===== src/rtl/apb_slave_mem_if.sv =====
// APB completer-side bus bundle: bridge request signals plus completer response.
interface apb_slave_mem_if #(
  parameter int unsigned ADDR_WIDTH = 8,
  parameter int unsigned DATA_WIDTH = 8
);
  logic                  PSEL;
  logic                  PENABLE;
  logic                  PWRITE;
  logic [ADDR_WIDTH-1:0] PADDR;
  logic [DATA_WIDTH-1:0] PWDATA;
  logic [DATA_WIDTH-1:0] PRDATA;
  logic                  PREADY;
  logic                  PSLVERR;

  // Bridge side drives the request, samples the response
  modport master (
    output PSEL, PENABLE, PWRITE, PADDR, PWDATA,
    input  PRDATA, PREADY, PSLVERR
  );

  // Completer side samples the request, drives the response
  modport slave (
    input  PSEL, PENABLE, PWRITE, PADDR, PWDATA,
    output PRDATA, PREADY, PSLVERR
  );
endinterface


===== src/rtl/apb_slave_mem.sv =====
// APB completer backed by a register-array memory with programmable wait
// states, out-of-range error responses and a sticky protocol-violation flag.
module apb_slave_mem #(
  parameter int unsigned ADDR_WIDTH  = 8,
  parameter int unsigned DATA_WIDTH  = 8,
  parameter int unsigned MEM_DEPTH   = 16,
  parameter int unsigned WAIT_STATES = 0
) (
  input  logic                PCLK,
  input  logic                RESET,
  apb_slave_mem_if.slave      apb,
  input  logic                proto_err_clr,
  output logic                proto_err,
  output logic [15:0]         xfer_count
);

  localparam int unsigned IDX_W = (MEM_DEPTH > 1) ? $clog2(MEM_DEPTH) : 1;
  localparam int unsigned WS_W  = 4;
  localparam logic [WS_W-1:0]     WS_LAST = WS_W'(WAIT_STATES);
  localparam logic [ADDR_WIDTH:0] DEPTH_A = (ADDR_WIDTH + 1)'(MEM_DEPTH);

  typedef enum logic {
    S_IDLE,
    S_ACCESS
  } state_t;

  state_t                  state_q, state_d;
  logic [WS_W-1:0]         wait_q, wait_d;
  logic [ADDR_WIDTH-1:0]   addr_q, addr_d;
  logic                    wr_q, wr_d;
  logic                    aerr_q, aerr_d;
  logic                    proto_q, proto_d;
  logic [15:0]             cnt_q, cnt_d;
  logic                    pready_q, pready_d;
  logic                    pslverr_q, pslverr_d;
  logic [DATA_WIDTH-1:0]   prdata_q, prdata_d;
  logic [DATA_WIDTH-1:0]   mem_q [MEM_DEPTH];
  logic                    mem_we;
  logic                    proto_set;
  logic                    access_ok;

  // Access phase is legal only if the bridge holds the request stable
  assign access_ok = apb.PSEL && apb.PENABLE &&
                     (apb.PADDR == addr_q) && (apb.PWRITE == wr_q);

  // Next-state, transfer bookkeeping and registered response decode
  always_comb begin
    state_d   = state_q;
    wait_d    = wait_q;
    addr_d    = addr_q;
    wr_d      = wr_q;
    aerr_d    = aerr_q;
    cnt_d     = cnt_q;
    mem_we    = 1'b0;
    proto_set = 1'b0;

    unique case (state_q)
      S_IDLE: begin
        if (apb.PSEL && !apb.PENABLE) begin
          addr_d  = apb.PADDR;
          wr_d    = apb.PWRITE;
          aerr_d  = ({1'b0, apb.PADDR} >= DEPTH_A);
          wait_d  = '0;
          state_d = S_ACCESS;
        end else if (apb.PSEL && apb.PENABLE) begin
          proto_set = 1'b1;
        end
      end
      S_ACCESS: begin
        if (access_ok) begin
          if (!pready_q) begin
            wait_d = WS_W'(wait_q + WS_W'(1));
          end else begin
            mem_we  = wr_q && !aerr_q;
            cnt_d   = 16'(cnt_q + 16'd1);
            state_d = S_IDLE;
          end
        end else begin
          proto_set = 1'b1;
          state_d   = S_IDLE;
        end
      end
      default: state_d = S_IDLE;
    endcase

    // A new violation wins over a clear in the same cycle
    proto_d   = proto_set || (proto_q && !proto_err_clr);

    // Response lines are computed one cycle ahead so they leave flops
    pready_d  = (state_d == S_ACCESS) && (wait_d == WS_LAST);
    pslverr_d = pready_d && aerr_d;
    prdata_d  = (pready_d && !wr_d && !aerr_d) ? mem_q[addr_d[IDX_W-1:0]]
                                               : '0;
  end

  // Control and response registers
  always_ff @(posedge PCLK or negedge RESET) begin
    if (!RESET) begin
      state_q   <= S_IDLE;
      wait_q    <= '0;
      addr_q    <= '0;
      wr_q      <= 1'b0;
      aerr_q    <= 1'b0;
      proto_q   <= 1'b0;
      cnt_q     <= '0;
      pready_q  <= 1'b0;
      pslverr_q <= 1'b0;
      prdata_q  <= '0;
    end else begin
      state_q   <= state_d;
      wait_q    <= wait_d;
      addr_q    <= addr_d;
      wr_q      <= wr_d;
      aerr_q    <= aerr_d;
      proto_q   <= proto_d;
      cnt_q     <= cnt_d;
      pready_q  <= pready_d;
      pslverr_q <= pslverr_d;
      prdata_q  <= prdata_d;
    end
  end

  // Storage array; write data is taken from the completing access edge
  always_ff @(posedge PCLK or negedge RESET) begin
    if (!RESET) begin
      for (int unsigned i = 0; i < MEM_DEPTH; i++) begin
        mem_q[i] <= '0;
      end
    end else if (mem_we) begin
      mem_q[addr_q[IDX_W-1:0]] <= apb.PWDATA;
    end
  end

  assign apb.PRDATA  = prdata_q;
  assign apb.PREADY  = pready_q;
  assign apb.PSLVERR = pslverr_q;
  assign proto_err   = proto_q;
  assign xfer_count  = cnt_q;

endmodule


===== src/flat_wrapper.sv =====
// flat-port wrapper written by rule: the top's interface ports become plain ports
module apb_slave_mem_flat 
#(
  parameter int unsigned ADDR_WIDTH  = 8,
  parameter int unsigned DATA_WIDTH  = 8,
  parameter int unsigned MEM_DEPTH   = 16,
  parameter int unsigned WAIT_STATES = 0
)
  (PCLK, RESET, proto_err_clr, proto_err, xfer_count, apb_PSEL, apb_PENABLE, apb_PWRITE, apb_PADDR, apb_PWDATA, apb_PRDATA, apb_PREADY, apb_PSLVERR);
  apb_slave_mem_if #(.ADDR_WIDTH(ADDR_WIDTH), .DATA_WIDTH(DATA_WIDTH)) apb_i ();
  input  logic PCLK;
  input  logic RESET;
  input  logic proto_err_clr;
  output logic proto_err;
  output logic [15:0] xfer_count;
  input wire logic [$bits(apb_i.PSEL)-1:0] apb_PSEL;
  input wire logic [$bits(apb_i.PENABLE)-1:0] apb_PENABLE;
  input wire logic [$bits(apb_i.PWRITE)-1:0] apb_PWRITE;
  input wire logic [$bits(apb_i.PADDR)-1:0] apb_PADDR;
  input wire logic [$bits(apb_i.PWDATA)-1:0] apb_PWDATA;
  output wire logic [$bits(apb_i.PRDATA)-1:0] apb_PRDATA;
  output wire logic [$bits(apb_i.PREADY)-1:0] apb_PREADY;
  output wire logic [$bits(apb_i.PSLVERR)-1:0] apb_PSLVERR;
  assign apb_i.PSEL = apb_PSEL;
  assign apb_i.PENABLE = apb_PENABLE;
  assign apb_i.PWRITE = apb_PWRITE;
  assign apb_i.PADDR = apb_PADDR;
  assign apb_i.PWDATA = apb_PWDATA;
  assign apb_PRDATA = apb_i.PRDATA;
  assign apb_PREADY = apb_i.PREADY;
  assign apb_PSLVERR = apb_i.PSLVERR;
  apb_slave_mem #(.ADDR_WIDTH(ADDR_WIDTH), .DATA_WIDTH(DATA_WIDTH), .MEM_DEPTH(MEM_DEPTH), .WAIT_STATES(WAIT_STATES)) u_core (.PCLK(PCLK), .RESET(RESET), .apb(apb_i), .proto_err_clr(proto_err_clr), .proto_err(proto_err), .xfer_count(xfer_count));
endmodule

===== config.mk =====
export PLATFORM = sky130hd
export DESIGN_NAME = apb_slave_mem_flat
export DESIGN_NICKNAME = d
export VERILOG_FILES = /design/src/rtl/apb_slave_mem_if.sv /design/src/rtl/apb_slave_mem.sv /design/src/flat_wrapper.sv
export SDC_FILE = /design/constraint.sdc
export NUM_CORES = 1
export LEC_CHECK = 0
export CAP_MARGIN = 5
export CORE_MARGIN = 5
export CORE_UTILIZATION = 47
export DETAILED_ROUTE_END_ITERATION = 7
export GPL_TIMING_DRIVEN = 0
export PLACE_DENSITY = 0.65
export SLEW_MARGIN = 10
export SYNTH_ARGS = -nofsm -noshare
export SYNTH_HDL_FRONTEND = slang
export SYNTH_SLANG_ARGS = --single-unit

===== constraint.sdc =====
create_clock -name PCLK -period 2.8 [get_ports PCLK]
set_input_delay 0.28 -clock PCLK [delete_from_list [all_inputs] [get_ports PCLK]]
set_output_delay 0.28 -clock PCLK [all_outputs]
set_load 0.01 [all_outputs]

==> results.py <==
metrics = {
    "outcome": {
        "status": "complete, no violations",
    },
    "synth": {
        "synth_ff_type": "dfrtp_1",
        "ys_async_sr_fraction_pct": 100,
        "synth_fa_ha_area_share_pct": 0.286,
        "synthMuxAreaShare_pct": 33.4,
        "seq_area_frac_synth_pct": 48.6,
        "synth-compound-area-share_pct": 3.06,
        "synth_xor_xnor_area_share_pct": 2.40,
        "yosys-top-cells-area": "dfrtp_1 49%, mux2_2 16%, mux4_2 16%",
        "synth_top_area_share_pct": 48.6,
        "yosys_warnings": 0,
        "synth-simple-area-share_pct": 9.89,
        "synth_edf_count": 0,
        "synth_area_leader_cell": "dfrtp_1",
        "syn_avg_cell_area_um2": 14.3,
        "synth_top_family_by_area": "multiplexers",
        "ys_types": 45,
        "netlist_instances": 611,
        "ys_ff_latch": 170,
        "synthesis.nets": 635,
        "synth_area_um2": 8760,
    },
    "worst_setup_path": {
        "worstPathArrival_ns": 3.02,
        "crit_chain": "clkbuf_1 > xor2_1 > nor4_1 > nand4_1 > buf_4 > nor4_4 > mux2_2",
        "crit_type": "reg2reg",
        "critPathRequiredTime_ns": 3.11,
        "slowest_stage": "nor4_4",
        "crit_path_start": "u_core.addr_q[1]",
        "r2r_cells": 7,
        "worstSetupEndpointType": "flop",
        "r2r_setup_slack_ns": 0.09,
        "regToRegStartpoint": "u_core.addr_q[1]",
        "cp_top_family": "simple AND/OR/NAND/NOR gates",
        "start_kind": "flop",
        "max_stage_delay_ns": 0.64,
        "cp_num_cells": 7,
        "crit_fanout": 10,
        "endpoint": "u_core.mem_q[79]",
        "crit_buf_inv": 2,
        "reg2reg_to": "u_core.mem_q[79]",
    },
    "detailed_routing": {
        "route.antenna.remaining_nets": 0,
        "drc": 0,
        "vias": 5805,
        "via_per_inst": 6.25,
        "drtIter0Drc": 364,
        "firstDrtPassIters": 4,
        "post_drt_wl_per_cell_um": 24.9,
        "routed_wirelength_mm": 23.1,
    },
    "cts": {
        "cts_tree": "built",
        "clk_latency_ns": 0.43,
        "clock_path_buffers": 2,
        "ctsHtreeMaxLevel": 4,
        "path_clk_slew_ns": 0.07,
        "cts_buffers": 17,
        "cts.sinks": 170,
        "cts_root_buffer": "clkbuf_16",
    },
    "sta": {
        "relSlewSlack_pct": 38.3,
        "fin_crit_sh_pct": 96.7,
        "setup_viol": 0,
        "tightestPinTransition_ns": 0.925,
        "hold_viol": 0,
        "slew_violations": 0,
        "finClkSkew_ns": 0.00952,
        "fin_crit_ns": 2.71,
        "setup-tns-final_ns": 0,
        "max_clock_freq_mhz": 369,
    },
    "power_and_ir_drop": {
        "pwr-share-clk_pct": 43.0,
        "p_sw_uw": 1530,
        "internal_power_uw": 4090,
        "power_density_nw_per_um2": 549,
        "power.leakage_uw": 0.00469,
        "vdd_drop_max_v": 0.000452,
        "swShare_pct": 27.3,
        "sequentialPowerShare_pct": 44.7,
        "p_comb_share_pct": 12.3,
    },
    "final_layout": {
        "n_antenna_cell": 0,
        "drive_gt1_share_pct": 38.4,
        "area_growth_pct": 16.9,
        "final_common_cell": "dfrtp_1",
        "final_cell_mix": "170 x dfrtp_1, 128 x mux2_2, 64 x mux4_2",
        "nets": 706,
        "final_cells": 929,
    },
    "global_route": {
        "antenna_found_initial": 0,
        "grt_max_degree": 97,
        "overflow": 0,
        "grt_usage_pct": 22.3,
        "grt_pass1_wl_mm": 36.7,
        "grt_pass1_vias": 6267,
    },
    "die": {
        "die_x_um": 146,
        "core_um2": 18500,
        "io_pins": 49,
        "rows": 50,
        "initial_core_util_pct": 47.3,
        "dieHeight_um": 146,
        "die-area_um2": 21500,
    },
    "placement": {
        "gp_congestion": 0.834,
        "portBuffers": 46,
        "hpwl_mm": 15.6,
        "dp_cells": 892,
    },
    "min_path": {
        "min_path_type": "in2reg",
    },
    "job": {
        "cap_violations": 0,
    },
}
stage by stage:
stage | utilization (%) | cell area [µm²] | hold slack [ns] | total power [µW] | setup slack (ns)
detailed placement | 51.5 | 9540 | 0.359 | 3250 | -0.296
CTS | 55.0 | 10200 | 0.407 | 5680 | 0.0253
global route | 55.3 | 10200 | 0.441 | 5850 | -0.0165
finish | 55.3 | 10200 | 0.421 | 5620 | 0.0911
global placement | 51.4 | 9510 | 0.454 | 3230 | -5.36
floorplan | - | 8760 | -0.0156 | 2950 | 0.616
worst register-to-register path, stage by stage (launching register included):
cell	delay [ns]
dfrtp_1	0.33
clkbuf_1	0.30
xor2_1	0.18
nor4_1	0.32
nand4_1	0.16
buf_4	0.24
nor4_4	0.65
mux2_2	0.42
synthesized netlist by cell type, types with 2 or more instances:
cell type  number
a211oi_1        2
a21oi_1         4
and3_1          4
and4_1          3
buf_2           8
buf_4           4
buf_6           2
clkbuf_1       25
dfrtp_1       170
ha_1            2
inv_1           5
mux2_2        128
mux2i_1         3
mux4_2         64
nand2_1        38
nand2b_1        2
nand3_1         4
nand3b_1        5
nand4_1        12
nand4_2         6
nor2_1         11
nor2_2          2
nor2b_1         2
nor3_1         13
nor4_1          4
nor4_4          6
o21ai_0         2
o22ai_1        33
or3_1           2
or4_1           8
xnor2_1        10
xor2_1         14
logic make-up (layout without fill, tap and decap cells):
kind of cell               after synthesis  count (layout)
AOI/OAI and AO/OA                       43              43
xor gates and xnor gates                24              24
adders and majority gates                2               2
buffers and inverters                   45             129
DFF                                    170             170
muxes                                  196             196
and+or+nand+nor                        131             131
registers in the layout, indices dropped and copies added, names as in the netlist:
| name | flops |
|---|---|
| u_core.apb.PREADY | 1 |
| u_core.aerr_q | 1 |
| u_core.proto_err | 1 |
| u_core.state_q | 1 |
| u_core.mem_q | 128 |
| u_core.addr_q | 8 |
| u_core.apb.PRDATA | 8 |
| u_core.wait_q | 4 |
| u_core.xfer_count | 16 |
| u_core.wr_q | 1 |
| u_core.apb.PSLVERR | 1 |
power by group through the flow:
stage | registers [µW] | logic (µW) | clock network [µW]
6_report | 2510 | 693 | 2420
2_1_floorplan | 2550 | 399 | 0
4_1_cts | 2510 | 696 | 2470
3_5_place_dp | 2560 | 690 | 0
3_3_place_gp | 2560 | 673 | 0
5_1_grt | 2510 | 750 | 2580
per-layer routing:
layer / share of wire [%] / wire length [µm] / GRT usage (%) / vias up
met1: 41 / 9490 / 29.1 / 3081
met5: 0 / 0 / 0 / -
li1: - / - / - / 2506
met4: 2.4 / 560 / 8.23 / 0
met2: 50 / 11500 / 36.7 / 186
met3: 6.7 / 1560 / 5.21 / 32
how the worst min path moves through the flow:
stage / start / to / depth (start not counted)
after global routing: proto_err_clr / u_core.proto_err / 2
after CTS: proto_err_clr / u_core.proto_err / 2
after detailed placement: RESET / u_core.addr_q[4] / 1
after floorplan: RESET / u_core.addr_q[0] / 0
after global placement: u_core.xfer_count[15] / u_core.xfer_count[15] / 1
final: proto_err_clr / u_core.proto_err / 2
cell type report:
cell class | instances | area [µm²]
multi-input combinational | 396 | 4300
clock buffer | 18 | 439
tap | 234 | 293
inverter | 5 | 18.8
fill | 1506 | 8290
clock inverter | 14 | 161
buffer | 40 | 193
sequential | 170 | 4250
timing repair buffer | 52 | 571
timing repair:
item	in CTS	in global routing
endpoints found under the setup margin	14	35
hold buffers	1	0
resized for setup	1	6
hold endpoints to repair	95	0
pin swaps	3	4
setup buffers	2	2
Power figures use the tool's default switching activity.
